`src/rtl/host_wr_arb_pkg.sv`:
```
// host_wr_arb_pkg
// Shared constants and types for the host bridge FIFO write-port arbiter.
//   - requester index constants (GPS, RX, WF, EXT, MEM)
//   - NREQ, SPIBUF_W (FIFO depth in 16-bit words), LEN_W, DATA_W
//   - clog2() for sizing counters from parameters
//   - rr_next() wrap-around increment of a requester index
//   - arb_state_e, the arbiter FSM state encoding
package host_wr_arb_pkg;

    function automatic int clog2(input int value);
        int r;
        r = 0;
        while ((1 << r) < value) r++;
        return r;
    endfunction

    localparam int NREQ     = 5;
    localparam int SPIBUF_W = 2048;
    localparam int LEN_W    = 12;
    localparam int DATA_W   = 16;
    localparam int IDX_W    = clog2(NREQ);

    localparam int REQ_GPS = 0;
    localparam int REQ_RX  = 1;
    localparam int REQ_WF  = 2;
    localparam int REQ_EXT = 3;
    localparam int REQ_MEM = 4;

    typedef enum logic [1:0] {
        ST_IDLE  = 2'd0,
        ST_GRANT = 2'd1,
        ST_XFER  = 2'd2,
        ST_DONE  = 2'd3
    } arb_state_e;

    // Next requester index after idx, wrapping NREQ-1 back to 0.
    function automatic logic [IDX_W-1:0] rr_next(input logic [IDX_W-1:0] idx);
        return (idx == IDX_W'(NREQ - 1)) ? '0 : idx + 1'b1;
    endfunction

endpackage

```
`src/rtl/host_wr_arb_if.sv`:
```
// host_wr_arb_if
// Source-side and FIFO-side bus of the host write arbiter.
//   req      : burst request, level, one bit per requester
//   req_len  : packed burst lengths (words), sampled at grant
//   req_data : packed source data words
//   gnt      : one-hot grant, held for the whole burst
//   rd_stb   : per-requester word pull, only on the granted bit
//   fifo_wr  : FIFO write strobe (== |rd_stb)
//   fifo_din : FIFO write data, 0 when not writing
// Handshake: a source raises req and keeps it high (and req_len stable) until
// it sees the burst finish; once granted the burst is committed. In every
// cycle rd_stb[i] is high the source must present its word on req_data[i]
// combinationally and treat that word as consumed at the next clock edge.
// There is no back-pressure toward the arbiter beyond its own full tracking.
// modport master is the arbiter view, slave is the sources/FIFO view.
interface host_wr_arb_if;
    import host_wr_arb_pkg::*;

    logic [NREQ-1:0]        req;
    logic [NREQ*LEN_W-1:0]  req_len;
    logic [NREQ*DATA_W-1:0] req_data;
    logic [NREQ-1:0]        gnt;
    logic [NREQ-1:0]        rd_stb;
    logic                   fifo_wr;
    logic [DATA_W-1:0]      fifo_din;

    modport master (
        input  req, req_len, req_data,
        output gnt, rd_stb, fifo_wr, fifo_din
    );

    modport slave (
        output req, req_len, req_data,
        input  gnt, rd_stb, fifo_wr, fifo_din
    );
endinterface

```
`src/rtl/host_wr_arb_rr_pick.sv`:
```
// host_wr_arb_rr_pick
// Combinational round-robin priority encoder: returns the first set request
// bit at or after ptr_i, wrapping past NREQ-1 back to 0.
//   req_i   : request vector
//   ptr_i   : search start index (0..NREQ-1)
//   valid_o : any request set
//   idx_o   : chosen index (0 when valid_o is low)
module host_wr_arb_rr_pick
    import host_wr_arb_pkg::*;
(
    input  logic [NREQ-1:0]  req_i,
    input  logic [IDX_W-1:0] ptr_i,
    output logic             valid_o,
    output logic [IDX_W-1:0] idx_o
);

    logic [IDX_W:0] cand;

    // Walk offsets from farthest to nearest so the nearest hit is written last.
    always_comb begin
        valid_o = 1'b0;
        idx_o   = '0;
        cand    = '0;
        for (int i = NREQ - 1; i >= 0; i--) begin
            cand = {1'b0, ptr_i} + (IDX_W + 1)'(i);
            if (cand >= (IDX_W + 1)'(NREQ)) cand = cand - (IDX_W + 1)'(NREQ);
            if (req_i[cand[IDX_W-1:0]]) begin
                valid_o = 1'b1;
                idx_o   = cand[IDX_W-1:0];
            end
        end
    end

endmodule

```
`src/rtl/host_wr_arb.sv`:
```
// host_wr_arb
// Round-robin burst arbiter for the host bridge FIFO write port. One requester
// at a time is granted a committed burst of req_len words; the FIFO fill level
// is tracked here and writes stall while the FIFO is full.
//   hb_clk      : clock, rising edge
//   ha_rst      : asynchronous active-high reset
//   bus         : source/FIFO bus (master modport)
//   fifo_clr_i  : FIFO pointer reset; clears level, aborts an active burst
//   level_o     : words written since the last fifo_clr_i
//   full_o      : level_o == DEPTH
//   busy_o      : FSM not idle
//   done_o      : one-cycle pulse, burst completed normally
//   abort_o     : one-cycle pulse, burst killed by fifo_clr_i
//   dbg_state_o : current FSM state
module host_wr_arb
    import host_wr_arb_pkg::*;
#(
    parameter int DEPTH = SPIBUF_W
) (
    input  logic                  hb_clk,
    input  logic                  ha_rst,
    host_wr_arb_if.master         bus,
    input  logic                  fifo_clr_i,
    output logic [clog2(DEPTH):0] level_o,
    output logic                  full_o,
    output logic                  busy_o,
    output logic                  done_o,
    output logic                  abort_o,
    output arb_state_e            dbg_state_o
);

    localparam int LVL_BITS = clog2(DEPTH) + 1;

    arb_state_e          state_q, state_d;
    logic [IDX_W-1:0]    idx_q, idx_d;
    logic [LEN_W-1:0]    rem_q, rem_d;
    logic [IDX_W-1:0]    ptr_q, ptr_d;
    logic [LVL_BITS-1:0] level_q, level_d;

    logic             pick_valid;
    logic [IDX_W-1:0] pick_idx;
    logic             full;
    logic             wr;
    logic             abort;
    logic [NREQ-1:0]  idx_oh;

    host_wr_arb_rr_pick u_pick (
        .req_i   (bus.req),
        .ptr_i   (ptr_q),
        .valid_o (pick_valid),
        .idx_o   (pick_idx)
    );

    assign full   = (level_q == LVL_BITS'(DEPTH));
    assign idx_oh = NREQ'(1) << idx_q;
    // A clear in the same cycle wins over the write so the word is not counted
    // against the freshly emptied FIFO.
    assign wr     = (state_q == ST_XFER) && !full && (rem_q != '0) && !fifo_clr_i;
    assign abort  = fifo_clr_i && ((state_q == ST_GRANT) || (state_q == ST_XFER));

    always_comb begin
        state_d = state_q;
        idx_d   = idx_q;
        rem_d   = rem_q;
        ptr_d   = ptr_q;
        level_d = level_q;

        if (fifo_clr_i)  level_d = '0;
        else if (wr)     level_d = level_q + 1'b1;

        case (state_q)
            ST_IDLE: begin
                if (pick_valid) begin
                    idx_d   = pick_idx;
                    rem_d   = bus.req_len[pick_idx*LEN_W +: LEN_W];
                    state_d = ST_GRANT;
                end
            end
            ST_GRANT: state_d = (rem_q == '0) ? ST_DONE : ST_XFER;
            ST_XFER: begin
                if (wr) begin
                    rem_d = rem_q - 1'b1;
                    if (rem_q == LEN_W'(1)) state_d = ST_DONE;
                end
            end
            ST_DONE: begin
                ptr_d   = rr_next(idx_q);
                state_d = ST_IDLE;
            end
            default: state_d = ST_IDLE;
        endcase

        // An aborted requester still loses its turn so it cannot starve others.
        if (abort) begin
            state_d = ST_IDLE;
            ptr_d   = rr_next(idx_q);
        end
    end

    always_ff @(posedge hb_clk or posedge ha_rst) begin
        if (ha_rst) begin
            state_q <= ST_IDLE;
            idx_q   <= '0;
            rem_q   <= '0;
            ptr_q   <= '0;
            level_q <= '0;
        end else begin
            state_q <= state_d;
            idx_q   <= idx_d;
            rem_q   <= rem_d;
            ptr_q   <= ptr_d;
            level_q <= level_d;
        end
    end

    // Grant stays up through GRANT, XFER and the DONE cycle.
    assign bus.gnt      = (state_q != ST_IDLE) ? idx_oh : '0;
    assign bus.rd_stb   = wr ? idx_oh : '0;
    assign bus.fifo_wr  = wr;
    assign bus.fifo_din = wr ? bus.req_data[idx_q*DATA_W +: DATA_W] : '0;

    assign level_o     = level_q;
    assign full_o      = full;
    assign busy_o      = (state_q != ST_IDLE);
    assign done_o      = (state_q == ST_DONE);
    assign abort_o     = abort;
    assign dbg_state_o = state_q;

endmodule

```
`src/flat_wrapper.sv`:
```
// flat-port wrapper written by rule: the top's interface ports become plain ports
module host_wr_arb_flat import host_wr_arb_pkg::*;
#(
    parameter int DEPTH = SPIBUF_W
)
  (hb_clk, ha_rst, fifo_clr_i, level_o, full_o, busy_o, done_o, abort_o, dbg_state_o, bus_req, bus_req_len, bus_req_data, bus_gnt, bus_rd_stb, bus_fifo_wr, bus_fifo_din);
  host_wr_arb_if bus_i ();
  input  logic hb_clk;
  input  logic ha_rst;
  input  logic fifo_clr_i;
  output logic [clog2(DEPTH):0] level_o;
  output logic full_o;
  output logic busy_o;
  output logic done_o;
  output logic abort_o;
  output arb_state_e dbg_state_o;
  input wire logic [$bits(bus_i.req)-1:0] bus_req;
  input wire logic [$bits(bus_i.req_len)-1:0] bus_req_len;
  input wire logic [$bits(bus_i.req_data)-1:0] bus_req_data;
  output wire logic [$bits(bus_i.gnt)-1:0] bus_gnt;
  output wire logic [$bits(bus_i.rd_stb)-1:0] bus_rd_stb;
  output wire logic [$bits(bus_i.fifo_wr)-1:0] bus_fifo_wr;
  output wire logic [$bits(bus_i.fifo_din)-1:0] bus_fifo_din;
  assign bus_i.req = bus_req;
  assign bus_i.req_len = bus_req_len;
  assign bus_i.req_data = bus_req_data;
  assign bus_gnt = bus_i.gnt;
  assign bus_rd_stb = bus_i.rd_stb;
  assign bus_fifo_wr = bus_i.fifo_wr;
  assign bus_fifo_din = bus_i.fifo_din;
  host_wr_arb #(.DEPTH(DEPTH)) u_core (.hb_clk(hb_clk), .ha_rst(ha_rst), .bus(bus_i), .fifo_clr_i(fifo_clr_i), .level_o(level_o), .full_o(full_o), .busy_o(busy_o), .done_o(done_o), .abort_o(abort_o), .dbg_state_o(dbg_state_o));
endmodule
```
`config.mk`:
```
export PLATFORM = sky130hd
export DESIGN_NAME = host_wr_arb_flat
export DESIGN_NICKNAME = d
export VERILOG_FILES = /design/src/rtl/host_wr_arb_pkg.sv /design/src/rtl/host_wr_arb_if.sv /design/src/rtl/host_wr_arb_rr_pick.sv /design/src/rtl/host_wr_arb.sv /design/src/flat_wrapper.sv
export SDC_FILE = /design/constraint.sdc
export NUM_CORES = 1
export LEC_CHECK = 0
export CORE_MARGIN = 2
export CORE_UTILIZATION = 35
export DETAILED_ROUTE_END_ITERATION = 6
export GPL_TIMING_DRIVEN = 0
export PLACE_DENSITY = 0.72
export SYNTH_ARGS = -nofsm -noshare
export SYNTH_HDL_FRONTEND = slang
export SYNTH_SLANG_ARGS = --single-unit
```
`constraint.sdc`:
```
create_clock -name hb_clk -period 4.5 [get_ports hb_clk]
set_input_delay 0.9 -clock hb_clk [delete_from_list [all_inputs] [get_ports hb_clk]]
set_output_delay 0.9 -clock hb_clk [all_outputs]
set_load 0.02 [all_outputs]
```
**Yosys cells after proc, flatten, opt, wreduce, memory -nomap -nowiden**

Cells that the tools add are included.
Widths: inputs -> output; s select.

- Bits of input ports: 148
- Register bits: 32
- Output and inout bits: 45

- Reduce and logical (&&, ||, !) cells: 17
- $mul: 1
- Equal/unequal tests: 11
- Mux-type cells: 42
- Add/subtract/negate cells: 12
- Shift operators: 3
- Magnitude comparators: 10

Operators with widths:

| operator | number |
|---|---|
| $shiftx 80x8->16 | 1 |
| $shiftx 60x8->12 | 1 |
| $mux 12 | 4 |
| $mux 3 | 13 |
| $pmux 12 s2 | 1 |
| $lt 3x4->1 const B | 5 |
| $ge 4x3->1 const B | 4 |
| $mux 16 | 1 |
| $bmux 1 s3 | 5 |
| $sub 3x3->3 const B | 5 |
| $add 12x1->12 const B | 1 |
| $eq 12x1->1 const B | 1 |
| $eq 12x12->1 const B | 1 |
| $logic_not 12->1 | 1 |
| $reduce_bool 12->1 | 1 |
| $sub 12x1->12 const B | 1 |
| $mux 1 | 11 |
| $mux 5 | 2 |
| $add 3x2->4 const B | 2 |
| $mux 2 | 4 |
| $pmux 2 s4 | 1 |
| $reduce_bool 2->1 | 4 |
| $ne 3x2->1 const B | 2 |
| $reduce_and 3->1 | 2 |
| 16 further kinds | 22 |

**Depth between registers and ports, before layout**

Gate-level depths: netlist (run 1).

- Depth in word-level cells: 14
- Depth in mapped cells: 18

**By module**

A second synthesis (run 1) with hierarchy kept.

- Cell total of the unflattened synthesis: 477
- Area, all modules: 4360.4 um^2

Modules (own cells, without submodules):

| module | area an instance (um^2) | times used | cells an instance | seq. area each (um^2) |
|---|---|---|---|---|
| host_wr_arb | 3158.0 | 1 | 317 | 800.8 |
| host_wr_arb_rr_pick | 1202.4 | 1 | 160 | 0.0 |

**Worst setup path before layout (run 1)**

OpenSTA, ideal clock, no wires.

- Kind: reg2reg
- Start point: reg u_core.ptr_q[0]
- End point: reg u_core.rem_q[3]
- Path slack: 0.268 ns
- Cell stages (with the launch flop): 17
- Arrival: 4.097 ns
- Buffers on the path: 4
- Period minus slack after synthesis: 4.232 ns
- Cells stage by stage: dfrtp_1 > buf_4 > inv_2 > buf_2 > ha_1 > inv_1 > fa_1 > buf_2 > nor2_2 > mux4_2 > o32ai_4 > and4bb_1 > a311oi_4 > buf_6 > mux2_2 > a221oi_1 > o21ai_0

- Cells in the longest elaborated chain, start to end: 14
- Elaborated cells on any way between the ends: 45

RTL lines:

| item | RTL line | source |
|---|---|---|
| from (decl) | host_wr_arb.sv:37 | `logic [IDX_W-1:0] ptr_q, ptr_d;` |
| from (signal assigned) | host_wr_arb.sv:111 | `ptr_q <= ptr_d;` |
| $add 3x3->4 | host_wr_arb_rr_pick.sv:25 | `cand = {1'b0, ptr_i} + (IDX_W + 1)'(i);` |
| $ge 4x3->1 / $sub 3x3->3 (equally long branches) | host_wr_arb_rr_pick.sv:26 | `if (cand >= (IDX_W + 1)'(NREQ)) cand = cand - (IDX_W + 1)'(NREQ);` |
| $mux 3 | host_wr_arb_rr_pick.sv:26 |  |
| $bmux 1 s3 | host_wr_arb_rr_pick.sv:27 | `if (req_i[cand[IDX_W-1:0]]) begin` |
| $mux 1 (implied by the code) | host_wr_arb_rr_pick.sv:27 |  |
| $mux 3 (5 in series) | host_wr_arb_rr_pick.sv:27 |  |
| $mul 3x2->5 | host_wr_arb.sv:75 | `rem_d = bus.req_len[pick_idx*LEN_W +: LEN_W];` |
| $shiftx 60x8->12 | host_wr_arb.sv:75 |  |
| $mux 12 | host_wr_arb.sv:73 | `if (pick_valid) begin` |
| $pmux 12 s2 | host_wr_arb.sv:71 | `case (state_q)` |
| to (signal assigned) | host_wr_arb.sv:110 | `rem_q <= rem_d;` |
| to (decl) | host_wr_arb.sv:36 | `logic [LEN_W-1:0] rem_q, rem_d;` |

Several ways; a longest one is shown, not always the timed one. The select of a mux whose other input is x is not followed.
A chain may end at the register's enable or synchronous reset.

**Worst setup path in the final report (run 1)**

- Start point: reg u_core.ptr_q[0]
- End point: reg u_core.rem_q[5]

The elaborated chain is that of the path after synthesis.

==> results of run 1 <==
where the power goes:
group | switching [mW] | internal (mW)
logic | 2.87 | 2.46
clock network | 0.137 | 0.263
registers | 0.125 | 0.402
total | 3.13 | 3.13
registers in the layout (all words and copies together), names as in the netlist:
signal and count:
u_core.dbg_state_o 2, u_core.idx_q 3, u_core.level_o 12, u_core.ptr_q 3, u_core.rem_q 12
what timing repair did:
action                     in CTS  in global routing
resized for setup               2                 16
pin swaps                       2                  4
setup endpoints to repair       7                 27
setup buffers                   4                  4
through the flow:
| stage | cells | worst slack [ns] | power (mW) | hold WS (ns) | cell area (sq um) |
|---|---|---|---|---|---|
| final | 890 | 0.180 | 6.26 | 0.535 | 6800 |
| after global routing | 890 | 0.0141 | 6.74 | 0.580 | 6800 |
| after floorplan | 514 | 0.268 | 4.32 | 0.493 | 4410 |
| after global placement | 875 | -0.207 | 5.48 | 0.524 | 6520 |
| after detailed placement | 875 | -0.282 | 5.56 | 0.527 | 6520 |
| after CTS | 887 | 0.0235 | 6.13 | 0.535 | 6730 |
layout make-up:
cell class	instances	area, sq um	area share
inverter	24	92.6	0.0136
clock buffer	5	125	0.0184
buffer	32	190	0.0280
multi-input combinational	425	3380	0.497
sequential	32	801	0.118
clock inverter	3	46.3	0.00681
timing repair buffer	197	1950	0.287
tap	172	215	0.0316
cell usage in the layout, fill, tap and decap left out, drive strengths merged, types with 7 or more instances in the layout:
cell             n
a21oi           23
a22oi           19
and2             8
and3             7
buf             23
clkbuf          22
clkdlybuf4s50  189
dfrtp           32
ha              24
inv             25
mux2            11
mux2i           32
mux4            20
nand2           33
nand2b          11
nand3           10
nor2            74
nor2b           10
nor3            13
nor4             7
o21ai           18
xnor2            7
xor2             8
metal layers:
layer | track usage | share of wire | vias to the layer above
met5 | 0 | 0 | -
met4 | 0.0651 | 0.022 | 0
met3 | 0.0348 | 0.062 | 24
met2 | 0.400 | 0.51 | 192
met1 | 0.258 | 0.41 | 2308
li1 | - | - | 2326
critical path, cell delays in order (launching register included):
cell	delay, ns
dfrtp_1	0.40
buf_6	0.18
inv_4	0.06
buf_8	0.12
buf_4	0.16
ha_1	0.35
buf_4	0.21
inv_2	0.16
nor2_1	0.07
mux4_2	0.53
o32ai_4	0.34
and4bb_1	0.25
a311oi_4	0.33
buf_4	0.19
mux2_2	0.33
a22o_1	0.24
o32a_1	0.28
worst paths after layout:
kind	start	to	slack [ns]	cells after the start
worst max-delay path	u_core.ptr_q[0]	u_core.rem_q[5]	0.18	16
worst min-delay path	u_core.rem_q[10]	u_core.rem_q[10]	0.54	2
worst max register to register	u_core.ptr_q[0]	u_core.rem_q[5]	0.18	16
worst min register to register	u_core.rem_q[10]	u_core.rem_q[10]	0.54	2
max in group asynchronous	ha_rst	u_core.rem_q[6]	2.99	2
min in group asynchronous	ha_rst	u_core.level_o[11]	1.05	2
logic make-up (layout without fill, tap and decap cells):
logic type	after synthesis	count (layout)	share of synthesized area
flops	32	32	0.182
mux	63	63	0.206
fa+ha+maj	25	25	0.0726
compound gates	123	123	0.220
simple gates	199	199	0.227
xor+xnor	15	15	0.0332
buf+inv	57	261	0.0599
==> impl_results.md, run 1 <==
- Run status: finished clean
- RSZ-0062 raised after global routing: no
- Sequential share of the synthesized area: 0.182
- CP Class: flop to flop
- Vias: 4,850
- Root buf cell: clkbuf_16
- Clock sinks: 32
- Residual DRC: 0
- Main synth FF type: dfrtp_1
- Via density: 5.45
- Die Area: 13,500 sq um
- HPWL after DPL: 12.4 mm
- First-pass GRT wire length: 23.5 mm
- Die Ht: 116 microns
- Average instance area after synthesis: 8.58 sq um
- Power Density: 920 nW/um^2
- Crit share post-route: 0.960
- Ant. Diodes: 0
- CTS tree: yes
- Cell Rows: 41
- Synth warnings: 0
- Post-synthesis cell count: 514
- Clock Tree Buf Depth: 2
- Initial Utilization: 0.354
- Layout cells sized above 1: 0.136
- Tot GR Track Use: 0.217
- Final Core Density: 0.546
- Vias in the first global route: 4,811
- Synth top area cells: dfrtp_1, mux4_2, mux2i_1, ha_1, nor2_1
- Crit. End Element: flop
- WP data arrival: 4.48 ns
- Pleak: 2.73 nW
- Top Ports: 193
- Setup Total Neg Slack: 0 ns
- # setup viols final: 0
- Gpl congestion: 0.884
- Synthesized Nets: 687
- Slew Viols, Final: 0
- Core box area: 12,500 sq um
- Synth cell count leaders: nor2_1, nand2_1, dfrtp_1
- Skew final: 0.00792 ns
- Slew HR: 0.486
- Mapped cell area: 4410 sq um
- Leading area contributor after synthesis: dfrtp_1
- Fmax: 0.231 GHz
- Total gr overflow: 0
- Avg WL per Cell: 17.2 microns
- Largest net degree at the start of global routing: 33
- Post-synth ARST share: 1.00
- Quantity of I/O buffers inserted on ports: 189
- Total CTS buffers: 5
- Chip width: 116 microns
- EDFF count, synth: 0
- Worst vdd rail ir drop: 0.000534 V
- Max cap viols: 0
- Post-route minimum period: 4.32 ns
- Detailed-route wire length: 15.3 mm
- Hold_buf cts: 0
- DRT iter0 DRCs: 223
- Setup crit start kind: flop
- H-tree depth: 2
- Count leader, synth: nor2_1
- Synthesized flop and latch total: 32
- Worst hold path type: flop to flop
- Area grow syn2layout: 54.2%
- Worst skew pair latency: 0.28 ns
- Initial antenna violation count: 0
- Synth unique cells: 81
- DRT antenna net count: 0
- Layout fillers: 1,179
- Nets: 890
- Final Hold Fails: 0
- Pin slew with the least headroom to its limit: 0.765 ns
- WP data required: 4.66 ns
- Synth top area share: 0.182
- Clk slew on worst S/H paths: 0.06 ns
- Critical Path Fanout Max: 10
- Drt first pass iters: 5
Note: power is estimated with default switching activity, not from simulation.
==> inputs of run 2 (changes only) <==
PLACE_DENSITY = 0.7   (was 0.72)
clock period = 4.8 ns   (was 4.5 ns; I/O delays follow)
==> run 2 against run 1 <==
Compared with the run above: die area unchanged; clock skew fell by 0.0045 ns; setup slack better by 0.064 ns; clock-buffer cell count stayed put; largest cell class unchanged; sequential share of layout area up 0.18 points; critical endpoint is now u_core.rem_q[3]; non-clock buffer count decreased by 7; sequential power is 7.0% lower; first-iteration DRC count is 20% higher; cell count down 0.79%; hold slack gained 0.0075 ns; fmax is 5.2% lower; register-to-register slack gained 0.06 ns.
==> impl_results.md, run 2 (synthesis gave the netlist of run 1 again) <==
- Ant. Diodes: 0 (unchanged)
- Worst hold path type: flop to flop
- Worst vdd rail ir drop: 0.000572 V (+7.1%)
- Pleak: 2.68 nW (-1.9%)
- HPWL after DPL: 12.4 mm (about the same)
- WP data arrival: 4.70 ns (+0.22 ns)
- Critical R2R Launch: u_core.ptr_q[0]
- Clock sinks: 32 (unchanged)
- Worst skew pair latency: 0.28 ns (about the same)
- Internal power: 2.78 mW (-11%)
- Total gr overflow: 0 (unchanged)
- Fmax: 0.219 GHz (-5.2%)
- Net switching power: 2.84 mW (-9.3%)
- Area grow syn2layout: 51.9%
- Hold_buf cts: 0 (unchanged)
- Top Ports: 193 (unchanged)
- Resized cells post-CTS: 0 (-2)
- WHS Endpoint: u_core.rem_q[3]
- Vias: 4,805 (-0.93%)
- Die Ht: 116 microns (unchanged)
- Slowest CP cell: mux4_2
- CTS tree: yes
- # setup viols final: 0 (unchanged)
- Avg WL per Cell: 17.3 microns (+0.72%)
- Detailed-route wire length: 15.3 mm (about the same)
- Sequential power share: 0.087 (+0.003)
- Residual DRC: 0 (unchanged)
- Layout cells sized above 1: 0.120 (-0.0169)
- Final Hold Fails: 0 (unchanged)
- Buffer count from post-CTS setup fixing: 0 (-4)
- Sw Share: 0.506 (+0.00513)
- Crit share post-route: 0.949 (-0.0107)
- Slew HR: 0.367 (-0.119)
- Leading cell type in the layout, fill and taps excluded: clkdlybuf4s50_1
- First-pass GRT wire length: 23.2 mm (-1.3%)
- Post-route minimum period: 4.56 ns (+0.236 ns)
- WP data required: 4.94 ns (+0.28 ns)
- Largest net degree at the start of global routing: 33 (unchanged)
- FF-to-FF setup slack: 0.24 ns (+0.06 ns)
- Clock share of power: 0.067 (+0.003)
- Tot GR Track Use: 0.214 (-0.00327)
- Gpl congestion: 0.935 (+5.8%)
- Cell Rows: 41 (unchanged)
- Initial Utilization: 0.354 (unchanged)
- Initial antenna violation count: 0 (unchanged)
- Most used cell, CP: buf_4
- CP Cell Sequence: buf_4 -> inv_2 -> buf_4 -> ha_1 -> inv_1 -> fa_1 -> buf_2 -> nor2_2 -> mux4_2 -> o32ai_4 -> and4bb_1 -> a311oi_4 -> buf_6 -> mux2_2 -> a221oi_1 -> o21ai_0
- Max cap viols: 0 (unchanged)
- Slowest stage delay, CP: 0.57 ns (+0.04 ns)
- Hold_ws: 0.543 ns (+0.00748 ns)
- Final Core Density: 0.537 (-0.00823)
- Core box area: 12,500 sq um (unchanged)
- CP Class: flop to flop
- Hold Path Depth: 2 (unchanged)
- CP delay by family, top: compound AO/OA/AOI/OAI gates
- Crit path depth: 16 (unchanged)
- Quantity of I/O buffers inserted on ports: 189 (unchanged)
- Drt first pass iters: 5 (unchanged)
- Clock Tree Buf Depth: 2 (unchanged)
- Worst Path Buf+Inv: 6 (-1)
- Clk slew on worst S/H paths: 0.06 ns (about the same)
- Total power: 5.62 mW (-10%)
- Layout fillers: 1,150 (-2.5%)
- H-tree depth: 2 (unchanged)
- DRT iter0 DRCs: 268 (+20%)
- Skew final: 0.00340 ns (-0.00452 ns)
- Nets: 883 (-0.79%)
- Total CTS buffers: 5 (unchanged)
- Comb pwr share: 0.845 (-0.007)
- DRT antenna net count: 0 (unchanged)
- Critical Path Fanout Max: 11 (+1)
- Power Density: 839 nW/um^2 (-8.8%)
- Via density: 5.44 (-0.14%)
- Hold_sp: u_core.rem_q[3]
- Setup crit start kind: flop
- Slew Viols, Final: 0 (unchanged)
- Crit. End Element: flop
- Pin slew with the least headroom to its limit: 0.942 ns (+0.177 ns)
- Run status: finished clean
- Most frequent cells in the layout: clkdlybuf4s50_1, nor2_1, nand2_1
- Root buf cell: clkbuf_16
- Worst R2R End: u_core.rem_q[3]
- R2R cell count: 16 (unchanged)
- Die Area: 13,500 sq um (unchanged)
- Chip width: 116 microns (unchanged)
- Vias in the first global route: 4,822 (+0.23%)
- RSZ-0062 raised after global routing: yes
run 2: changes by cell type in the layout (fill, tap and decap cells not counted), moves of 2 or more:
cell	delta
clkbuf_4	-2
buf_4	-6
nor3_1	+2
clkbuf_1	+2
buf_2	+2
run 2: metrics by stage:
| step | setup TNS [ns] | setup slack [ns] | instance area (sq um) | instances |
|---|---|---|---|---|
| final | 0 | 0.243 | 6700 | 883 |
| after global routing | -0.00761 | -0.00761 | 6700 | 883 |
| after detailed placement | 0 | 0.0792 | 6520 | 875 |
| after floorplan | 0 | 0.568 | 4410 | 514 |
| after CTS | 0 | 0.0523 | 6690 | 883 |
| after global placement | 0 | 0.111 | 6520 | 875 |
run 2: worst reg2reg max path, stage by stage, from the launching register on:
cell	delay [ns]
dfrtp_1	0.42
buf_4	0.21
inv_2	0.11
buf_4	0.22
ha_1	0.22
inv_1	0.06
fa_1	0.34
buf_2	0.17
nor2_2	0.17
mux4_2	0.57
o32ai_4	0.31
and4bb_1	0.29
a311oi_4	0.35
buf_6	0.23
mux2_2	0.35
a221oi_1	0.29
o21ai_0	0.11
run 2: power by group through the flow:
stage          clock (mW)  combinational [mW]  sequential [mW]
3_3_place_gp            0                4.63            0.488
4_1_cts             0.388                4.71            0.490
2_1_floorplan           0                3.57            0.482
6_report            0.379                4.75            0.490
5_1_grt             0.396                5.17            0.505
3_5_place_dp            0                4.69            0.492
run 2: layer usage:
metal  share of wire  vias up  track usage  wire, microns
met5               0        -            0              0
met3           0.074       19       0.0306           1140
li1                -     2305            -              -
met1            0.39     2289        0.246           5940
met4           0.020        0       0.0595            300
met2            0.52      192        0.409           7940
run 2: worst max-delay path by stage:
| stage | end | startpoint | slack [ns] |
|---|---|---|---|
| detailed placement | u_core.rem_q[3] | u_core.ptr_q[0] | 0.08 |
| global route | u_core.rem_q[3] | u_core.ptr_q[0] | -0.008 |
| floorplan | u_core.rem_q[3] | u_core.ptr_q[0] | 0.57 |
| CTS | u_core.rem_q[3] | u_core.ptr_q[0] | 0.05 |
| global placement | u_core.rem_q[3] | u_core.ptr_q[0] | 0.11 |
| finish | u_core.rem_q[3] | u_core.ptr_q[0] | 0.24 |
run 2: layout make-up:
| cell class | count | area, sq um | area share |
|---|---|---|---|
| multi-input combinational | 425 | 3350 | 0.501 |
| timing repair buffer | 189 | 1890 | 0.282 |
| sequential | 32 | 801 | 0.120 |
| tap | 172 | 215 | 0.0321 |
| buffer | 33 | 176 | 0.0263 |
| clock buffer | 5 | 125 | 0.0187 |
| inverter | 24 | 90.1 | 0.0134 |
| clock inverter | 3 | 46.3 | 0.00691 |
